$ cat config.mk
export PLATFORM = sky130hd
export DESIGN_NAME = mem_arbiter_ctrl
export DESIGN_NICKNAME = d
export VERILOG_FILES = /design/src/rtl/mem_arbiter_ctrl.sv
export SDC_FILE = /design/constraint.sdc
export NUM_CORES = 1
export LEC_CHECK = 0
export CORE_MARGIN = 2
export CORE_UTILIZATION = 56
export DETAILED_ROUTE_END_ITERATION = 10
export PLACE_DENSITY = 0.95
export RECOVER_POWER = 25
export SLEW_MARGIN = 20
export SYNTH_ARGS = -nofsm -noshare
export SYNTH_HDL_FRONTEND = slang
export SYNTH_SLANG_ARGS = --single-unit
$ cat constraint.sdc
create_clock -name clk -period 8.1 [get_ports clk]
set_input_delay 1.215 -clock clk [delete_from_list [all_inputs] [get_ports clk]]
set_output_delay 1.215 -clock clk [all_outputs]
set_load 0.02 [all_outputs]
$ cat src/rtl/mem_arbiter_ctrl.sv
// mem_arbiter_ctrl
//   Sole owner of the byte-serial RAM/IO port. Arbitrates between instruction
//   fetch (IF, always 4-byte reads) and the load/store buffer (LSB, 1/2/4-byte
//   reads and writes). Each request is split into per-byte RAM cycles. Read data
//   is assembled little-endian, and each request returns one data_valid pulse.
//
// Configuration macro:
//   MEMCTRL_RR_ARB_EN  defined   -> round-robin arbitration on a tie
//                      undefined -> LSB has fixed priority over IF
//
// Ports:
//   clk, rst                 clock, synchronous active-high reset
//   rdy                      global ready; 0 freezes state and the mem_* registers
//   clear                    mispredict flush (a store already in progress still completes)
//   if_enable/if_addr        IF request, held until if_data_valid
//   if_data_valid/if_data    1-cycle completion pulse and fetched word
//   lsb_enable/lsb_is_write/lsb_addr/lsb_data_len/lsb_write_data
//                            LSB request, held until lsb_data_valid
//   lsb_data_valid/lsb_data  1-cycle completion pulse and zero-extended load data
//   mem_din                  RAM read byte (one cycle after the address)
//   mem_dout/mem_a/mem_wr    RAM write byte, byte address, write strobe
//   io_buffer_full           stalls writes to addresses >= IO_BASE

module mem_arbiter_ctrl #(
  parameter int                ADDR_W  = 32,
  parameter logic [ADDR_W-1:0] IO_BASE = 32'h30000
) (
  input  logic              clk,
  input  logic              rst,
  input  logic              rdy,
  input  logic              clear,
  input  logic              if_enable,
  input  logic [ADDR_W-1:0] if_addr,
  output logic              if_data_valid,
  output logic [31:0]       if_data,
  input  logic              lsb_enable,
  input  logic              lsb_is_write,
  input  logic [ADDR_W-1:0] lsb_addr,
  input  logic [2:0]        lsb_data_len,
  input  logic [31:0]       lsb_write_data,
  output logic              lsb_data_valid,
  output logic [31:0]       lsb_data,
  input  logic [7:0]        mem_din,
  output logic [7:0]        mem_dout,
  output logic [ADDR_W-1:0] mem_a,
  output logic              mem_wr,
  input  logic              io_buffer_full
);

  typedef enum logic [1:0] {IDLE, READ, WRITE, DONE} state_t;

  state_t state, state_nxt;

  // Latched request and transfer bookkeeping
  logic              owner_lsb, owner_lsb_nxt;
  logic [ADDR_W-1:0] base_addr, base_addr_nxt;
  logic [2:0]        len, len_nxt;
  logic [31:0]       wdata, wdata_nxt;
  logic [2:0]        cnt, cnt_nxt;
  logic [31:0]       rbuf, rbuf_nxt;
  logic              suppress, suppress_nxt;

  // Next values of the registered outputs
  logic              if_valid_nxt, lsb_valid_nxt;
  logic [31:0]       if_data_nxt, lsb_data_nxt;
  logic [ADDR_W-1:0] mem_a_nxt;
  logic [7:0]        mem_dout_nxt;
  logic              mem_wr_nxt;

  // Request selection helpers
  logic              grant_lsb, start, req_write, accept_stall, write_stall;
  logic [ADDR_W-1:0] req_addr, byte_addr;
  logic [2:0]        req_len, lsb_len_norm;
  logic [1:0]        rx_idx;
  logic [31:0]       rx_word;
  logic [7:0]        tx_byte;

`ifdef MEMCTRL_RR_ARB_EN
  // last_lsb = 1 means the LSB is treated as the most recent winner, so IF wins the first tie.
  logic last_lsb;

  always_ff @(posedge clk) begin
    if (rst)        last_lsb <= 1'b1;
    else if (start) last_lsb <= ~last_lsb;
  end

  assign grant_lsb = lsb_enable && (!if_enable || !last_lsb);
`else
  assign grant_lsb = lsb_enable;
`endif

  // Any length other than 1 or 2 is treated as a full word.
  always_comb begin
    case (lsb_data_len)
      3'b001:  lsb_len_norm = 3'd1;
      3'b010:  lsb_len_norm = 3'd2;
      default: lsb_len_norm = 3'd4;
    endcase
  end

  assign start        = (state == IDLE) && rdy && !clear && (if_enable || lsb_enable);
  assign req_write    = grant_lsb && lsb_is_write;
  assign req_addr     = grant_lsb ? lsb_addr : if_addr;
  assign req_len      = grant_lsb ? lsb_len_norm : 3'd4;
  assign accept_stall = io_buffer_full && (req_addr >= IO_BASE);

  // The address addition wraps naturally at ADDR_W bits.
  assign byte_addr   = base_addr + ADDR_W'(cnt);
  assign write_stall = io_buffer_full && (byte_addr >= IO_BASE);
  assign tx_byte     = wdata[{cnt[1:0], 3'b000} +: 8];

  // In READ, cnt counts edges since accept. The byte on mem_din was addressed two edges earlier.
  assign rx_idx = cnt[1:0] - 2'd2;

  always_comb begin
    rx_word = rbuf;
    rx_word[{rx_idx, 3'b000} +: 8] = mem_din;
  end

  // State register
  always_ff @(posedge clk) begin
    if (rst) state <= IDLE;
    else     state <= state_nxt;
  end

  // Next-state logic. clear takes priority over rdy. A store already in progress is committed.
  always_comb begin
    state_nxt = state;
    case (state)
      IDLE:  if (start) state_nxt = req_write ? WRITE : READ;
      READ: begin
        if (clear)                          state_nxt = IDLE;
        else if (rdy && cnt == len + 3'd1)  state_nxt = DONE;
      end
      WRITE: if (rdy && cnt == len) state_nxt = DONE;
      DONE:  if (clear || rdy) state_nxt = IDLE;
      default: state_nxt = IDLE;
    endcase
  end

  // Output and datapath next values. Valids default low, so a frozen cycle clears them.
  always_comb begin
    owner_lsb_nxt = owner_lsb;
    base_addr_nxt = base_addr;
    len_nxt       = len;
    wdata_nxt     = wdata;
    cnt_nxt       = cnt;
    rbuf_nxt      = rbuf;
    suppress_nxt  = suppress;
    if_valid_nxt  = 1'b0;
    lsb_valid_nxt = 1'b0;
    if_data_nxt   = if_data;
    lsb_data_nxt  = lsb_data;
    mem_a_nxt     = mem_a;
    mem_dout_nxt  = mem_dout;
    mem_wr_nxt    = mem_wr;

    case (state)
      IDLE: begin
        if (start) begin
          owner_lsb_nxt = grant_lsb;
          base_addr_nxt = req_addr;
          len_nxt       = req_len;
          wdata_nxt     = lsb_write_data;
          rbuf_nxt      = '0;
          suppress_nxt  = 1'b0;
          mem_a_nxt     = req_addr;
          mem_wr_nxt    = 1'b0;
          cnt_nxt       = 3'd1;
          // Byte 0 of a store goes out on the accept edge unless the IO buffer is full.
          if (req_write) begin
            if (accept_stall) begin
              cnt_nxt = 3'd0;
            end else begin
              mem_wr_nxt   = 1'b1;
              mem_dout_nxt = lsb_write_data[7:0];
            end
          end
        end
      end

      READ: begin
        if (!clear && rdy) begin
          if (cnt < len)   mem_a_nxt = byte_addr;
          if (cnt >= 3'd2) rbuf_nxt  = rx_word;
          if (cnt == len + 3'd1) begin
            if (owner_lsb) begin
              lsb_valid_nxt = 1'b1;
              lsb_data_nxt  = rx_word;
            end else begin
              if_valid_nxt = 1'b1;
              if_data_nxt  = rx_word;
            end
          end else begin
            cnt_nxt = cnt + 3'd1;
          end
        end
      end

      WRITE: begin
        if (clear) suppress_nxt = 1'b1;
        if (rdy) begin
          if (cnt == len) begin
            mem_wr_nxt    = 1'b0;
            lsb_valid_nxt = !(suppress || clear);
          end else if (write_stall) begin
            mem_wr_nxt = 1'b0;
          end else begin
            mem_a_nxt    = byte_addr;
            mem_dout_nxt = tx_byte;
            mem_wr_nxt   = 1'b1;
            cnt_nxt      = cnt + 3'd1;
          end
        end
      end

      DONE: mem_wr_nxt = 1'b0;

      default: mem_wr_nxt = 1'b0;
    endcase
  end

  // Datapath and output registers
  always_ff @(posedge clk) begin
    if (rst) begin
      owner_lsb      <= 1'b0;
      base_addr      <= '0;
      len            <= 3'd0;
      wdata          <= '0;
      cnt            <= 3'd0;
      rbuf           <= '0;
      suppress       <= 1'b0;
      if_data_valid  <= 1'b0;
      lsb_data_valid <= 1'b0;
      if_data        <= '0;
      lsb_data       <= '0;
      mem_a          <= '0;
      mem_dout       <= '0;
      mem_wr         <= 1'b0;
    end else begin
      owner_lsb      <= owner_lsb_nxt;
      base_addr      <= base_addr_nxt;
      len            <= len_nxt;
      wdata          <= wdata_nxt;
      cnt            <= cnt_nxt;
      rbuf           <= rbuf_nxt;
      suppress       <= suppress_nxt;
      if_data_valid  <= if_valid_nxt;
      lsb_data_valid <= lsb_valid_nxt;
      if_data        <= if_data_nxt;
      lsb_data       <= lsb_data_nxt;
      mem_a          <= mem_a_nxt;
      mem_dout       <= mem_dout_nxt;
      mem_wr         <= mem_wr_nxt;
    end
  end

endmodule

-- Yosys cells after proc, flatten, opt, wreduce, memory -nomap -nowiden
Cells that the tools add are included.
Widths: inputs -> output; s select.
- input port bits: 115
- output and inout bits: 107
- word-level logic and storage cells: 137
- bits in registers: 213
- shift operators: 3
- equal/unequal tests: 21
- reductions and logical operators: 30
- magnitude comparators: 4
- bitwise logic cells: 4
- multiplexer cells: 55
- add/sub/neg operators: 5
- operators by type and width (kind ; number):
    $mux 32 ; 10
    $pmux 32 s3 ; 1
    $ge 32x18->1 const B ; 2
    $pmux 32 s2 ; 1
    $mux 8 ; 6
    $add 32x3->32 ; 1
    $bwmux 32 ; 1
    $shift 8x7->32 const A ; 1
    $shiftx 32x6->8 ; 1
    $shiftx 8x7->32 ; 1
    $ne 2x2->1 const B ; 13
    $mux 3 ; 7
    $reduce_and 7->1 ; 3
    $mux 1 ; 16
    $pmux 8 s2 ; 1
    $reduce_and 4->1 ; 4
    $mux 2 ; 6
    $logic_and 1x1->1 ; 9
    $pmux 3 s3 ; 1
    $pmux 2 s4 ; 1
    $neg 5->7 ; 1
    $add 3x1->3 const B ; 2
    $eq 3x3->1 ; 2
    $pmux 3 s2 ; 1
    19 further kinds ; 30

-- Depth between registers and ports, before layout
Gate-level depths: netlist (run 1).
- depth after elaboration: 7
- mapped depth: 12
- mapped depth without buffers: 10

-- Worst setup path after synthesis (run 1)
No wires, ideal clock.
- kind: input port to flip-flop
- start: input lsb_enable
- end: register mem_dout[0]
- path slack: 4238 ps
- library setup time: 132 ps
- required time: 7968 ps
- data arrival time: 3730 ps
- cell stages on the path: 9
- buffers on the path: 1
- cells stage by stage: mux2_2 or4_4 o41ai_4 a41o_1 or4b_4 or3_1 buf_6 a21oi_1 nor3_1
- longest elaborated chain between the ends: 5
- elaborated cells between the ends (all ways): 10
- those cells by class: 1 x order compare; 3 x eq/ne; 1 x mux; 5 x reduce/logical
- RTL lines (element ; line ; RTL):
    start, declared ; 36 ; input logic lsb_enable,
    $mux 32 ; 103 ; assign req_addr = grant_lsb ? lsb_addr : if_addr;
    $ge 32x18->1 ; 105 ; assign accept_stall = io_buffer_full && (req_addr >= IO_BASE);
    $logic_and 1x1->1 ; 105 ;
    $ne 2x2->1 (no line) ; - ;
    $reduce_and 7->1 (no line) (*) ; - ;
    end signal, assigned ; 253 ; mem_dout <= mem_dout_nxt;
    end, declared ; 44 ; output logic [7:0] mem_dout,
Mark *: on every way between the ends. The rest lies on a longest branch, timed or not.
A chain may end at the register's enable or synchronous reset.

-- Worst setup path after layout (run 1)
- start: input rst
- end: register mem_dout[1]
- RTL lines (element ; line ; RTL):
    start, declared ; 29 ; input logic rst,
No word-level cell between the ends.

==> flow_summary.toml, run 1 <==
[status]
status = "finished with violations"
violations = "max-capacitance violations, max-slew violations"

[setup_path]
required_ns = 8.31
crit_buf_inv = 2
crit_type = "input port to register"
crit_slowest_cell = "clkbuf_1"
cp_top_family = "buffers and inverters"
worstPathMaxFanout = 128
cp_cell_sequence = "clkbuf_2 -> clkbuf_1 -> nor3_1"
crit_path_end_kind = "register"
critPathLaunchType = "input port"
max_stage_delay_ns = 2.71
worstPathArrival_ns = 6.15

[clocking]
clock_path_buffers = 3
cts_buffers = 22
cts_root_buf = "clkbuf_16"
cts_tree = "built"
cts_setup_buffers = 0
ctsHoldBuffers = 0
h-tree-depth = 1
clk_pin_slew_ns = 0.07
clk_latency_ns = 0.51
post_cts_resized = 0
numClockSinks = 213

[power]
pwr-share-clk_pct = 28.5
p_comb_share_pct = 35.9
internal-power_mw = 2.229
switching_share_pct = 37.67
power.leakage_nw = 4.772
p_per_area_nw_per_um2 = 266.8
switchingPower_mw = 1.347
seqPwrFrac_pct = 35.5
max-vdd-ir-drop_v = 0.0001856

[placement]
gp_congestion = 0.9634
dp_slack_ns = 3.003
port_buffers = 221
place_area_um2 = 12680
dp_hpwl_um = 20890

[routing]
highest_layer = "met4"
wl_met2_um = 15250
routedWlPerCell_um = 19.13
wl_um = 31990
drc = 0
dr.first_iter.drc_count = 1202
drtPass1Iterations = 6
vias_per_cell = 6.225
wl_met3_um = 2683
vias = 10410
ant_nets = 0
drt-met1-wl_um = 12540

[cells_and_area]
multi_input_area_um2 = 5773
ff_latch_area_um2 = 4264
fin_nets = 1556
fin_area_um2 = 13400
final_common_cell = "dfxtp_1"
area_growth_pct = 27.95
fin_util_pct = 72.38
fillers = 1304
layout_common_cells = "dfxtp_1, nor2_1, a21oi_1"
layout-drive-gt1-share_pct = 7.237

[sta]
fin_skew_ns = 0.01072
fin_ws_ns = 2.157
finalSetupTns_ns = 0
finalCriticalPeriod_ns = 5.943
rsz0062_at_grt = "no"
relSlewSlack_pct = -146.0
whs_ns = 0.4538
setup_viol = 0
clock.fmax_mhz = 168.3
slew_violations = 257
hold_viol = 0
tightestPinTransition_ns = 3.689
fin_crit_sh_pct = 73.37

[die]
rows = 50
dieArea_um2 = 19810
die_w_um = 140.8
fp.coreArea_um2 = 18520
initial_utilization_pct = 56.57
die_h_um = 140.8
io_pins = 222

[global_routing]
grt_max_degree = 129
grt_pass1_vias = 10110
overflow = 0
grt_pass1_wl_um = 50770
grt_antenna_before_repair = 1
grt_use_total_pct = 30.88

[synth]
synthCells = 1269
synth_nets = 1403
ys_ff_latch = 213
avgSynthCellArea_um2 = 8.255
ys_async_sr_fraction_pct = 0
ys_dominant_reg_cell = "dfxtp_1"
yosys_warnings = 0
ys_seq_area_share_pct = 40.71
synth_cell_type_count = 63
syn-cell-area_um2 = 10480
synth_edf_count = 0

[hold_path]
hp-class = "register to register"

[run]
maxCapViolations = 3
[per-stage QoR]
step,instances,power (mW)
floorplan,1269,2.119
global placement,1632,2.510
detailed placement,1632,2.549
CTS,1671,3.567
global route,1672,3.734
finish,1672,3.576
[sequential cells by signal, indices dropped and copies added, names as in the netlist, 3 cells and up]
signal     count
base_addr     32
cnt            3
if_data       32
len            3
lsb_data      32
mem_a         32
mem_dout       8
rbuf          32
wdata         32
[worst min-delay path, delay by kind of cell (launching register included)]
kind / cells / cell delay, ns
AOI/OAI and AO/OA: 1 / 0.05
DFF: 1 / 0.31
and+or+nand+nor: 1 / 0.05
[power by group through the flow]
stage / registers (mW) / clock network (mW) / logic, mW
after floorplan: 1.34 / 0 / 0.780
after global placement: 1.29 / 0 / 1.22
after detailed placement: 1.29 / 0 / 1.26
after CTS: 1.27 / 1.02 / 1.28
after global routing: 1.28 / 1.07 / 1.38
final: 1.27 / 1.02 / 1.29
[cell families (layout without fill, tap and decap cells)]
family,count (synthesis),in the layout,synth area share (%)
flip-flops,213,213,40.71
other,0,1,0
buffers and inverters,119,287,4.479
AO/OA/AOI/OAI,350,350,21.24
multiplexers,49,49,6.056
adder cells (fa/ha/maj),19,19,2.341
XOR/XNOR,32,32,2.676
AND/OR/NAND/NOR,487,487,22.50
[routing by layer]
metal	GRT usage [%]	vias to the layer above
li1	-	4842
met1	39.13	4857
met2	50.99	588
met3	5.061	121
met4	16.00	0
met5	0	-
[cells in the mapped netlist, drive strengths merged, types with 17 or more instances]
cell	instances	share of area, %
xnor2	21	1.8
ha	18	2.2
nor2b	34	2.0
nand2	119	4.3
a211oi	82	5.9
buf	17	0.82
o2111ai	24	2.0
nand3	21	1.0
nor3	53	2.6
dfxtp	213	41
a21oi	157	7.5
clkbuf	87	3.1
nor3b	34	2.4
nor2	172	6.2
o21ai	46	2.2
mux2	26	2.9
[cell type report]
cell class                      instances  share of cell area [%]
Multi-Input combinational cell        937                   43.07
Sequential cell                       213                   31.81
Timing Repair Buffer                  233                   17.05
Clock buffer                           30                   4.789
Tap cell                              234                   2.184
Clock inverter                          9                  0.6535
Inverter                               15                  0.4201
Antenna cell                            1                 0.01867
[final timing paths]
kind	startpoint	end	slack (ns)	cells past startpoint
worst max-delay path	rst	mem_dout[1]	2.16	3
worst max register to register	cnt[1]	mem_dout[1]	3.65	9
worst min register to register	wdata[8]	wdata[8]	0.45	2
worst min-delay path	wdata[8]	wdata[8]	0.45	2
(Power assumes the default switching activity.)
==> inputs of run 2 (changes only) <==
- CORE_UTILIZATION: 56 -> 52
- PLACE_DENSITY: 0.95 -> 0.91
- clock period: 8.1 -> 5.5 ns (I/O delays scaled with it)
==> run 2 against run 1 <==
  * The run still ends with max-capacitance violations, max-slew violations left
  * Critical path depth up 6
  * Die area up 7.5%
  * Clock-buffer cell count up 5
==> flow_summary.toml, run 2 (synthesized netlist as in run 1, its figures left out) <==
[clocking]
cts_setup_buffers = 0
clk_pin_slew_ns = 0.06
cts_buffers = 22
clock_path_buffers = 3
numClockSinks = 213
cts_tree = "built"
h-tree-depth = 1
cts_root_buf = "clkbuf_16"
ctsHoldBuffers = 0
clk_latency_ns = 0.51
post_cts_resized = 0

[sta]
hold_viol = 0
whs_ns = 0.4554
fin_crit_sh_pct = 80.16
finalSetupTns_ns = 0
clock.fmax_mhz = 226.8
setup_viol = 0
tightestPinTransition_ns = 2.697
rsz0062_at_grt = "no"
finalCriticalPeriod_ns = 4.409
fin_skew_ns = 0.01207
slew_violations = 58
relSlewSlack_pct = -79.81

[power]
power.leakage_nw = 4.807
max-vdd-ir-drop_v = 0.0002350
p_comb_share_pct = 36.1
p_per_area_nw_per_um2 = 387.9
total_power_mw = 5.215
switching_share_pct = 37.23
switchingPower_mw = 1.941
pwr-share-clk_pct = 28.2
seqPwrFrac_pct = 35.7
internal-power_mw = 3.274

[run]
maxCapViolations = 1

[setup_path]
crit_slowest_cell = "nor4_1"
worstPathMaxFanout = 22
cp_cell_sequence = "ha_1 -> a211o_1 -> nand3_1 -> nor4_1 -> a31oi_2 -> o311ai_4 -> buf_4 -> a21oi_1 -> a311oi_1"
crit_path_end_kind = "register"
crit_type = "register to register"
critPathLaunchType = "register"
r2r_cells = 9
rr_endpoint = "mem_a[3]"
max_stage_delay_ns = 0.88
worstPathArrival_ns = 4.82
timing.rr.start = "cnt[1]"
r2r_setup_slack_ns = 1.09
required_ns = 5.91

[global_routing]
grt_use_total_pct = 28.53
grt_pass1_wl_um = 50990
overflow = 0
grt_antenna_before_repair = 0
grt_max_degree = 79
grt_pass1_vias = 9995

[die]
rows = 51
die_h_um = 145.9
fp.coreArea_um2 = 19590
io_pins = 222
dieArea_um2 = 21300
die_w_um = 145.9
initial_utilization_pct = 53.47

[hold_path]
min_to = "wdata[15]"
hp-class = "register to register"
worst_hold_startpoint = "wdata[15]"
whs_path_depth = 2

[cells_and_area]
fin_nets = 1559
ff_latch_area_um2 = 4264
multi_input_area_um2 = 5766
final_common_cell = "dfxtp_1"
layout-drive-gt1-share_pct = 7.088
fillers = 1509
layout_common_cells = "dfxtp_1, nor2_1, a21oi_1"
antenna_cells = 0
area_growth_pct = 28.36

[routing]
drtPass1Iterations = 7
ant_nets = 0
drc = 0
vias = 10220
dr.first_iter.drc_count = 966
wl_um = 31280
routedWlPerCell_um = 18.35
vias_per_cell = 5.996

[placement]
dp_hpwl_um = 21360
gp_congestion = 0.8653
port_buffers = 221

[status]
violations = "max-capacitance violations, max-slew violations"
status = "finished with violations"
## run 2: cell count changes in the layout (fill, tap and decap cells not counted), moves of 2 or more
cell | before | now
buf_4 | 10 | 14
clkbuf_1 | 5 | 8
clkbuf_8 | 4 | 6
clkdlybuf4s50_1 | 152 | 142
clkinv_2 | 3 | 1
clkinv_4 | 4 | 0
dlygate4sd3_1 | 67 | 77
## run 2: critical path, delay by kind of cell (launching register included)
kind | cells | cell delay (ns)
and+or+nand+nor | 2 | 1.19
AOI/OAI and AO/OA | 5 | 1.66
adders and majority gates | 1 | 0.32
DFF | 1 | 0.73
buffers and inverters | 1 | 0.40
## run 2: worst max-delay path by stage
stage,start,end,cells past startpoint
6_report,cnt[1],mem_a[3],9
3_3_place_gp,lsb_enable,mem_dout[6],10
5_1_grt,cnt[1],mem_a[29],9
4_1_cts,cnt[1],mem_a[3],9
2_1_floorplan,lsb_enable,mem_dout[0],9
3_5_place_dp,lsb_enable,mem_dout[5],10
## run 2: stage by stage
| stage | area [µm²] | util (%) | setup slack [ns] | std cells |
|---|---|---|---|---|
| global placement | 12740 | 65.03 | 1.258 | 1666 |
| finish | 13450 | 68.63 | 1.091 | 1704 |
| detailed placement | 12740 | 65.03 | 1.118 | 1666 |
| CTS | 13450 | 68.65 | 1.237 | 1704 |
| global route | 13450 | 68.63 | 0.9218 | 1704 |
| floorplan | 10480 | - | 2.028 | 1269 |
## run 2: power by group through the flow
| stage | Combinational, mW | Sequential, mW | Clock (mW) |
|---|---|---|---|
| global placement | 1.83 | 1.89 | 0 |
| CTS | 1.89 | 1.86 | 1.48 |
| global route | 2.05 | 1.89 | 1.54 |
| detailed placement | 1.87 | 1.89 | 0 |
| finish | 1.88 | 1.86 | 1.47 |
| floorplan | 1.15 | 1.97 | 0 |
## run 2: cell type report
class                      count  area share (%)
multi-input combinational    937           42.88
clock inverter                 3          0.3815
inverter                      15          0.4188
tap                          265           2.466
sequential                   213           31.71
timing repair buffer         236           17.23
clock buffer                  35           4.904
## run 2: layer usage
| metal | track usage, % | wire length, µm | vias to the layer above |
|---|---|---|---|
| met1 | 36.56 | 12600 | 4836 |
| met4 | 9.706 | 813 | 0 |
| met5 | 0 | 0 | - |
| met2 | 49.06 | 15490 | 433 |
| met3 | 4.420 | 2373 | 78 |
| li1 | - | - | 4871 |
==> inputs of run 3 (changes only) <==
- CORE_UTILIZATION: 52 -> 47
- PLACE_DENSITY: 0.91 -> 0.88
- clock period: 5.5 -> 3.74 ns (I/O delays scaled with it)
==> run 3 against run 2 <==
  * The flow now finishes without violations
  * Combinational power rose by 50%
  * Clock skew rose by 0.0018 ns
  * Sequential cell count did not move
  * Cell area rose by 2.3%
  * Critical path depth grew 1
  * Global-route usage down 3.3 points
  * Maximum frequency grew 25%
  * Via count decreased by 0.31%
  * Total power up 54%
  * Critical endpoint is now cnt[2]
==> flow_summary.toml, run 3 (synthesized netlist as in run 1, its figures left out) <==
[status]
status = "finished clean"

[routing]
wl_um = 31110
dr.first_iter.drc_count = 915
drtPass1Iterations = 5
vias = 10190
ant_nets = 0
routedWlPerCell_um = 17.83
drc = 0
vias_per_cell = 5.837

[cells_and_area]
fin_area_um2 = 13760
layout_common_cells = "dfxtp_1, nor2_1, a21oi_1"
fin_nets = 1582
fin_util_pct = 63.04
area_growth_pct = 31.34
fillers = 1808
layout-drive-gt1-share_pct = 9.147
final_common_cell = "dfxtp_1"
ff_latch_area_um2 = 4264
antenna_cells = 0
multi_input_area_um2 = 5769

[power]
max-vdd-ir-drop_v = 0.0003380
power.leakage_nw = 4.983
pwr-share-clk_pct = 30.7
seqPwrFrac_pct = 34.1
internal-power_mw = 5.113
switchingPower_mw = 2.916
p_per_area_nw_per_um2 = 583.6
switching_share_pct = 36.32
p_comb_share_pct = 35.2

[sta]
hold_viol = 0
rsz0062_at_grt = "no"
setup_viol = 0
fin_crit_sh_pct = 94.03
fin_skew_ns = 0.01383
relSlewSlack_pct = 14.51
finalCriticalPeriod_ns = 3.517
tightestPinTransition_ns = 1.282
clock.fmax_mhz = 284.3
slew_violations = 0

[die]
rows = 54
fp.coreArea_um2 = 21820
io_pins = 222
die_w_um = 153.3
die_h_um = 153.3
initial_utilization_pct = 48.00
dieArea_um2 = 23500

[global_routing]
grt_antenna_before_repair = 0
grt_pass1_vias = 9944
overflow = 0
grt_pass1_wl_um = 49710
grt_max_degree = 114
grt_use_total_pct = 25.19

[setup_path]
timing.rr.start = "base_addr[0]"
cp_cell_sequence = "ha_1 -> fa_1 -> a21oi_1 -> or4_4 -> nor3b_1 -> o21ai_0 -> nand4_4 -> o311a_4 -> or4_1 -> a21oi_1"
cp_top_family = "compound AO/OA/AOI/OAI gates"
required_ns = 4.17
critPathLaunchType = "register"
max_stage_delay_ns = 0.57
worst_path_most_repeated_cell = "a21oi_1"
worstPathMaxFanout = 36
crit_path_end_kind = "register"
worstPathArrival_ns = 3.95
crit_slowest_cell = "o311a_4"
crit_path_start = "base_addr[0]"
crit_type = "register to register"
crit_buf_inv = 0

[placement]
gp_congestion = 0.9102
port_buffers = 221
dp_hpwl_um = 21430
place_area_um2 = 12930

[clocking]
clk_pin_slew_ns = 0.06
h-tree-depth = 1
clock_path_buffers = 3
clk_latency_ns = 0.52
cts_tree = "built"
cts_buffers = 23
numClockSinks = 213
cts_root_buf = "clkbuf_16"
ctsHoldBuffers = 0
cts_setup_buffers = 0
post_cts_resized = 0

[hold_path]
worst_hold_startpoint = "wdata[14]"
hp-class = "register to register"

[run]
maxCapViolations = 0
run 3: changes by cell type in the layout (fill, tap and decap cells not counted), moves of 2 or more:
| cell | before | now |
|---|---|---|
| buf_4 | 14 | 35 |
| clkbuf_1 | 8 | 3 |
| bufinv_16 | 1 | 5 |
| clkbuf_8 | 6 | 2 |
| clkinv_2 | 1 | 5 |
| clkinvlp_4 | 0 | 2 |
run 3: tightest hold or removal path: cells and delay by family (launching register included):
| kind | cells | cell delay, ns |
|---|---|---|
| compound gates | 1 | 0.05 |
| flops | 1 | 0.31 |
| simple gates | 1 | 0.05 |
run 3: final timing paths:
path / slack, ns / depth (start not counted) / end
min: 0.45 / 2 / wdata[14]
max: 0.22 / 10 / cnt[2]
max reg2reg: 0.22 / 10 / cnt[2]
min reg2reg: 0.45 / 2 / wdata[14]
run 3: layer usage:
layer | global-route usage, % | routed length [µm] | vias up
li1 | - | - | 4906
met1 | 31.11 | 12490 | 4770
met2 | 43.54 | 15060 | 422
met3 | 5.330 | 2561 | 88
met4 | 8.686 | 996 | 0
met5 | 0 | 0 | -
run 3: power by group through the flow:
stage | sequential, mW | combinational [mW] | clock (mW)
global route | 2.77 | 3.06 | 2.58
detailed placement | 2.78 | 2.83 | 0
floorplan | 2.90 | 1.69 | 0
global placement | 2.77 | 2.77 | 0
finish | 2.74 | 2.82 | 2.47
CTS | 2.74 | 2.85 | 2.49
run 3: per-stage QoR:
| step | cells | setup slack, ns | hold slack (ns) | power, mW | TNS [ns] |
|---|---|---|---|---|---|
| 4_1_cts | 1745 | 0.1822 | 0.4531 | 8.072 | 0 |
| 3_5_place_dp | 1703 | -0.07829 | 0.4449 | 5.611 | -0.5281 |
| 3_3_place_gp | 1703 | -0.02467 | 0.4387 | 5.541 | -0.1866 |
| 5_1_grt | 1745 | 0.07984 | 0.4696 | 8.416 | 0 |
| 6_report | 1745 | 0.2231 | 0.4542 | 8.029 | 0 |
| 2_1_floorplan | 1269 | 0.5317 | 0.4331 | 4.589 | 0 |
run 3: area by class of cell:
cell class,count,share of cell area (%)
Tap cell,280,2.546
Sequential cell,213,30.99
Clock buffer,28,4.465
Multi-Input combinational cell,937,41.93
Inverter,15,0.4092
Timing Repair Buffer,258,18.14
Clock inverter,14,1.510
